## config.mk

```make
export PLATFORM = sky130hd
export DESIGN_NAME = riscv_csr_arbiter
export DESIGN_NICKNAME = d
export VERILOG_FILES = /design/src/rtl/riscv_def.sv /design/src/rtl/riscv_csr_decode.sv /design/src/rtl/riscv_csr_arbiter.sv
export SDC_FILE = /design/constraint.sdc
export NUM_CORES = 1
export LEC_CHECK = 0
export BUFFER_PORTS_ARGS = -buffer_cell sky130_fd_sc_hd__buf_2
export CAP_MARGIN = 30
export CORE_AREA = 4 4 135 137
export DETAILED_ROUTE_END_ITERATION = 8
export DIE_AREA = 0 0 139 141
export GPL_ROUTABILITY_DRIVEN = 0
export GPL_TIMING_DRIVEN = 0
export HOLD_SLACK_MARGIN = 0.15
export SLEW_MARGIN = 10
export SYNTH_ARGS = -nofsm -noshare
export SYNTH_HDL_FRONTEND = slang
export SYNTH_SLANG_ARGS = --single-unit
```

## constraint.sdc

```tcl
create_clock -name clk -period 5.02 [get_ports clk]
set_clock_uncertainty 0.1 [all_clocks]
set_input_delay 0.251 -clock clk [delete_from_list [all_inputs] [get_ports clk]]
set_output_delay 0.251 -clock clk [all_outputs]
set_load 0.02 [all_outputs]
```

## src/rtl/riscv_def.sv

```systemverilog
// Shared definitions for the CSR arbitration path.
// Holds CSR decode constants and the arbiter state encoding.
package riscv_def;

    localparam logic [31:0] INST_CSR_MASK  = 32'h0000_007f;
    localparam logic [31:0] INST_CSR_MATCH = 32'h0000_0073;

    localparam logic [2:0] F3_PRIV  = 3'b000;
    localparam logic [2:0] F3_CSRRW = 3'b001;
    localparam logic [2:0] F3_CSRRS = 3'b010;
    localparam logic [2:0] F3_CSRRC = 3'b011;
    localparam logic [2:0] F3_CSRWI = 3'b101;
    localparam logic [2:0] F3_CSRSI = 3'b110;
    localparam logic [2:0] F3_CSRCI = 3'b111;

    typedef enum logic [1:0] {
        IDLE        = 2'd0,
        EXEC        = 2'd1,
        WAIT_COMMIT = 2'd2,
        WB          = 2'd3
    } csr_state_t;

endpackage

```

## src/rtl/riscv_csr_decode.sv

```systemverilog
// Per-lane CSR instruction decode.
// Flags set/clear forms whose source is x0 / zimm 0 as write-free.
module riscv_csr_decode
    import riscv_def::*;
(
    input  logic [31:0] inst,
    output logic        is_csr,
    output logic        is_imm,
    output logic        write_suppress,
    output logic [4:0]  rd,
    output logic [11:0] csr_addr
);

    logic [2:0] f3;
    logic       opc_hit;

    assign f3       = inst[14:12];
    assign opc_hit  = (inst & INST_CSR_MASK) == INST_CSR_MATCH;
    assign is_csr   = opc_hit && (f3 != F3_PRIV);
    assign is_imm   = f3[2];
    assign rd       = inst[11:7];
    assign csr_addr = inst[31:20];

    assign write_suppress = is_csr && f3[1] && (inst[19:15] == 5'd0);

endmodule

```

## src/rtl/riscv_csr_arbiter.sv

```systemverilog
// Dual-lane CSR arbiter: grants one CSR op at a time, holds its
// write until commit, and drops it on flush.
module riscv_csr_arbiter
    import riscv_def::*;
#(
    parameter bit HOLD_UNTIL_COMMIT = 1'b1
) (
    input  logic        clk,
    input  logic        srst_n,
    input  logic        lane0_valid,
    input  logic [31:0] lane0_inst,
    input  logic [31:0] lane0_ra_data,
    input  logic        lane1_valid,
    input  logic [31:0] lane1_inst,
    input  logic [31:0] lane1_ra_data,
    output logic        lane0_ready,
    output logic        lane1_ready,
    output logic        csr_inst_valid,
    output logic [31:0] csr_inst,
    output logic [4:0]  csr_ra_idx,
    output logic [31:0] csr_ra_data,
    input  logic        csr_result_write,
    input  logic [31:0] csr_result_wdata,
    input  logic [31:0] csr_result_rdata,
    output logic        csr_writeback_write,
    output logic [11:0] csr_writeback_waddr,
    output logic [31:0] csr_writeback_wdata,
    output logic        res_valid,
    output logic        res_lane,
    output logic [4:0]  res_rd,
    output logic [31:0] res_rdata,
    input  logic        csr_commit,
    input  logic        flush,
    output logic        csr_busy
);

    csr_state_t state;

    logic        csr0, imm0, sup0;
    logic        csr1, imm1, sup1;
    logic [4:0]  rd0, rd1;
    logic [11:0] addr0, addr1;

    riscv_csr_decode u_dec0 (
        .inst           (lane0_inst),
        .is_csr         (csr0),
        .is_imm         (imm0),
        .write_suppress (sup0),
        .rd             (rd0),
        .csr_addr       (addr0)
    );

    riscv_csr_decode u_dec1 (
        .inst           (lane1_inst),
        .is_csr         (csr1),
        .is_imm         (imm1),
        .write_suppress (sup1),
        .rd             (rd1),
        .csr_addr       (addr1)
    );

    logic idle_ok;
    logic gnt0, gnt1;

    assign idle_ok  = (state == IDLE) && !flush;
    assign csr_busy = (state != IDLE);

    assign lane0_ready = !lane0_valid || !csr0 || idle_ok;
    assign lane1_ready = lane0_ready &&
        (!lane1_valid || !csr1 ||
         (idle_ok && !(lane0_valid && csr0)));

    assign gnt0 = lane0_valid && csr0 && lane0_ready;
    assign gnt1 = lane1_valid && csr1 && lane1_ready;

    // Immediate forms hand zimm to the handler in place of rs1.
    always_comb begin
        csr_inst_valid = 1'b0;
        csr_inst       = '0;
        csr_ra_idx     = '0;
        csr_ra_data    = '0;
        if (gnt0) begin
            csr_inst_valid = 1'b1;
            csr_inst       = lane0_inst;
            csr_ra_idx     = lane0_inst[19:15];
            csr_ra_data    = imm0 ? {27'd0, lane0_inst[19:15]}
                                  : lane0_ra_data;
        end else if (gnt1) begin
            csr_inst_valid = 1'b1;
            csr_inst       = lane1_inst;
            csr_ra_idx     = lane1_inst[19:15];
            csr_ra_data    = imm1 ? {27'd0, lane1_inst[19:15]}
                                  : lane1_ra_data;
        end
    end

    logic        lane_q;
    logic        sup_q;
    logic [4:0]  rd_q;
    logic [11:0] addr_q;
    logic [31:0] wdata_q;

    always_ff @(posedge clk) begin
        if (!srst_n) begin
            state               <= IDLE;
            lane_q              <= 1'b0;
            sup_q               <= 1'b0;
            rd_q                <= '0;
            addr_q              <= '0;
            wdata_q             <= '0;
            res_valid           <= 1'b0;
            res_lane            <= 1'b0;
            res_rd              <= '0;
            res_rdata           <= '0;
            csr_writeback_write <= 1'b0;
            csr_writeback_waddr <= '0;
            csr_writeback_wdata <= '0;
        end else begin
            res_valid           <= 1'b0;
            res_lane            <= 1'b0;
            res_rd              <= '0;
            res_rdata           <= '0;
            csr_writeback_write <= 1'b0;
            csr_writeback_waddr <= '0;
            csr_writeback_wdata <= '0;
            unique case (state)
                IDLE: begin
                    if (gnt0 || gnt1) begin
                        lane_q <= !gnt0;
                        rd_q   <= gnt0 ? rd0 : rd1;
                        addr_q <= gnt0 ? addr0 : addr1;
                        sup_q  <= gnt0 ? sup0 : sup1;
                        state  <= EXEC;
                    end
                end
                EXEC: begin
                    if (flush) begin
                        state <= IDLE;
                    end else begin
                        if (rd_q != 5'd0) begin
                            res_valid <= 1'b1;
                            res_lane  <= lane_q;
                            res_rd    <= rd_q;
                            res_rdata <= csr_result_rdata;
                        end
                        wdata_q <= csr_result_wdata;
                        // Without commit hold, the wait state passes
                        // straight through to WB on its next cycle.
                        if (csr_result_write && !sup_q)
                            state <= WAIT_COMMIT;
                        else
                            state <= IDLE;
                    end
                end
                WAIT_COMMIT: begin
                    if (flush) begin
                        state <= IDLE;
                    end else if (csr_commit || !HOLD_UNTIL_COMMIT) begin
                        state               <= WB;
                        csr_writeback_write <= 1'b1;
                        csr_writeback_waddr <= addr_q;
                        csr_writeback_wdata <= wdata_q;
                    end
                end
                WB: begin
                    state <= IDLE;
                end
            endcase
        end
    end

endmodule

```

==> summary.md <==
| Metric | Value |
|---|---|
| Total congestion overflow | 0 |
| Core Box Area | between 0.015 and 0.02 sq mm |
| Final period utilization | about 64% |
| Clk sink count | around 140 |
| Fmax | 313 MHz |
| Post-synth EDFFs | 0 |
| CP arrival | 2.85 ns |
| WL final | 20,300 microns |
| Post-synthesis xor/xnor area fraction | 0% |
| Sequential share of the synthesized area | a little over half |
| Port bufs | 350 |
| Asr flop ratio synth | 0% |
| Drt first pass iters | 4 |
| Vias in the first global route | ~5,800 |
| DIE AREA | 0.0196 sq mm |
| Main combinational cell family by area after synthesis | simple AND/OR/NAND/NOR gates |
| Setup tns final | 0 ns |
| Rel. slew slack | between 40% and 50% |
| Max rail drop VDD | approximately 200 uV |
| Syn-to-layout area delta | 70.1% |
| Initial DRC Count | 176 |
| Initial Util | 30.9% |
| I/O pin cnt | between 300 and 400 |
| Post-synthesis adder-cell area fraction | 0% |
| CP required | about 4.7 ns |
| Synth Flop Type | dfxtp_1 |
| Synth Register Bits | 137 |
| Mean routed wirelength per cell | around 16 microns |
| Pwr/cell area | roughly 290 mW/mm^2 |
| Max Cap Viol | 0 |
| Vias per Instance | between 4 and 5 |
| Syn Inst Count | ~540 |
| First-pass GRT wire length | slightly above 30,000 microns |
| Static leakage | roughly 4.4 nW |
| All-Layer GR Usage | 20.0% |
| Dpl hpwl | between 15,000 and 20,000 microns |
| Final Hold Fails | 0 |
| Clock latency on the worst-skew pair | between 0.4 and 0.5 ns |
| Syn Area/Cell | 9.83 sq um |
| Setup crit end kind | output port |
| Placed instance area | about 0.0073 sq mm |
| Synth cell types | between 40 and 50 |
| Slew Limit Fails | 0 |
| Die Height | between 100 and 150 microns |
| Outcome | finished, final reports clean |
| Post-layout nets | 1,208 |
| CTS tree | built |
| Pin count of the biggest net entering global routing | 17 |
| DR vias | ~5,600 |
| Fin crit period | approximately 3.2 ns |
| Slew of the pin with the lowest slew margin | slightly below 0.9 ns |
| ANT nets after route | 0 |
| RSZ-0062 raised after global routing | no |
| Area fraction in and, or, nand and nor cells after synthesis | between 20% and 30% |
| Row Count | 48 |
| Mux cell area share after synthesis | 5.13% |
| Type of the worst setup path | reg2out |
| Netlist Area Pre-Place | between 0.005 and 0.006 sq mm |
| Crit path max fanout | 10 |
| Root Driver | clkbuf_16 |
| H-tree Lvls | 4 |
| Share of layout cells above drive strength 1 | 40.3% |
| Initial antenna violation count | 3 |
| Die W | approximately 140 microns |
| Worst Hold Class | in2reg |
| Residual DRC count | 0 |
| CP startpoint kind | flop |
| Total CTS buffers | 17 |
| Ys Warns | 0 |
| Final Cell Area | 0.00896 sq mm |
| Final setup vio count | 0 |
| Clk slew on worst S/H paths | around 0.06 ns |
| Max Root-Sink Buffers | 2 |
| Synth Area in Compound Gates | approximately 15% |
[timing repair]
action,in CTS,in global routing
hold endpoints to repair,83,0
gates resized for setup,0,0
hold buffers,102,0
buffers inserted,0,0
[metrics by stage]
step                      setup WS [ns]  hold WS [ns]  power [mW]  utilization (%)  cells
after floorplan                    2.69         0.273        1.15                -    537
after global placement             2.10         0.334        1.24             42.8   1112
after detailed placement           2.05         0.340        1.24             42.9   1113
after CTS                          1.80         0.229        2.60             52.5   1247
after global routing               1.61         0.279        2.66             52.6   1250
final                              1.82         0.252        2.57             52.6   1250
[sequential cells by signal, summed over array words and instances (netlist names)]
signal,flops
rd_q,5
state,2
sup_q,1
res_rdata,32
csr_writeback_waddr,12
res_rd,5
res_valid,1
wdata_q,32
addr_q,12
res_lane,1
csr_writeback_wdata,32
lane_q,1
csr_writeback_write,1
[synth_stat cells (all sizes together), types with 5 or more instances]
cell / count / share of area [%]
nor2: 18 / 1.6
o22ai: 22 / 2.6
nand2: 85 / 6.1
a22o: 36 / 6.0
nor4: 5 / 1.3
dfxtp: 137 / 52
a21boi: 32 / 4.6
and2: 80 / 9.5
clkbuf: 25 / 1.8
mux2i: 27 / 5.1
buf: 17 / 2.6
inv: 7 / 0.50
[worst max-delay path: stages, from the launching register on]
cell and delay, ns:
dfxtp_1 0.39, or3_1 0.46, nor4_4 0.68, buf_4 0.35, mux2i_1 0.30, nor2_1 0.07, buf_2 0.17
[cell usage in the layout (no fill, tap or decap), drive strengths merged, types with 2 or more instances in the layout]
cell type	instances
a21boi	32
a21oi	2
a22o	36
and2	80
and3	3
buf	368
bufinv	3
clkbuf	47
clkinv	3
clkinvlp	3
conb	2
dfxtp	137
diode	3
dlygate4sd3	102
inv	8
mux2i	27
nand2	85
nand2b	4
nand3	2
nand3b	2
nand4bb	2
nor2	18
nor3	4
nor3b	2
nor4	5
o211ai	2
o21ai	3
o22ai	22
or3	3
or4	3
or4b	3
[power breakdown]
group	total, mW	leakage, nW	internal [mW]	switching (mW)
Clock	1.29	0.299	0.834	0.458
Sequential	1.09	1.10	1.09	0.000270
Combinational	0.193	2.99	0.122	0.0711
[layout make-up]
type	count	area, sq um
Clock inverter	10	140
Buffer	42	233
Antenna cell	3	7.51
Multi-Input combinational cell	351	2270
Clock buffer	22	484
Timing Repair Buffer	453	2780
Sequential cell	137	2740
Fill cell	1600	8090
Tap cell	225	282
Inverter	7	26.3
[layer usage]
metal | share of wire [%] | wire, microns | global-route usage (%) | vias up
met5 | 0 | 0 | 0 | -
met2 | 55 | 11100 | 37.9 | 222
met3 | 6.2 | 1250 | 5.50 | 31
met4 | 2.1 | 429 | 7.83 | 0
met1 | 37 | 7540 | 20.9 | 2526
li1 | - | - | - | 2776
[logic make-up after synthesis]
group / count (synthesis)
multiplexers: 27
other: 1
AO/OA/AOI/OAI: 100
AND/OR/NAND/NOR: 222
buffers and inverters: 49
flip-flops: 137
[final timing paths]
check,from,end,slack (ns),cells after the start
setup reg to reg,state[1],addr_q[6],1.90,6
hold reg to reg,wdata_q[10],csr_writeback_wdata[10],0.35,1
hold / removal,flush,wdata_q[2],0.25,4
setup / recovery,state[1],csr_inst[29],1.82,6
Note: power is estimated with default switching activity, not from simulation.
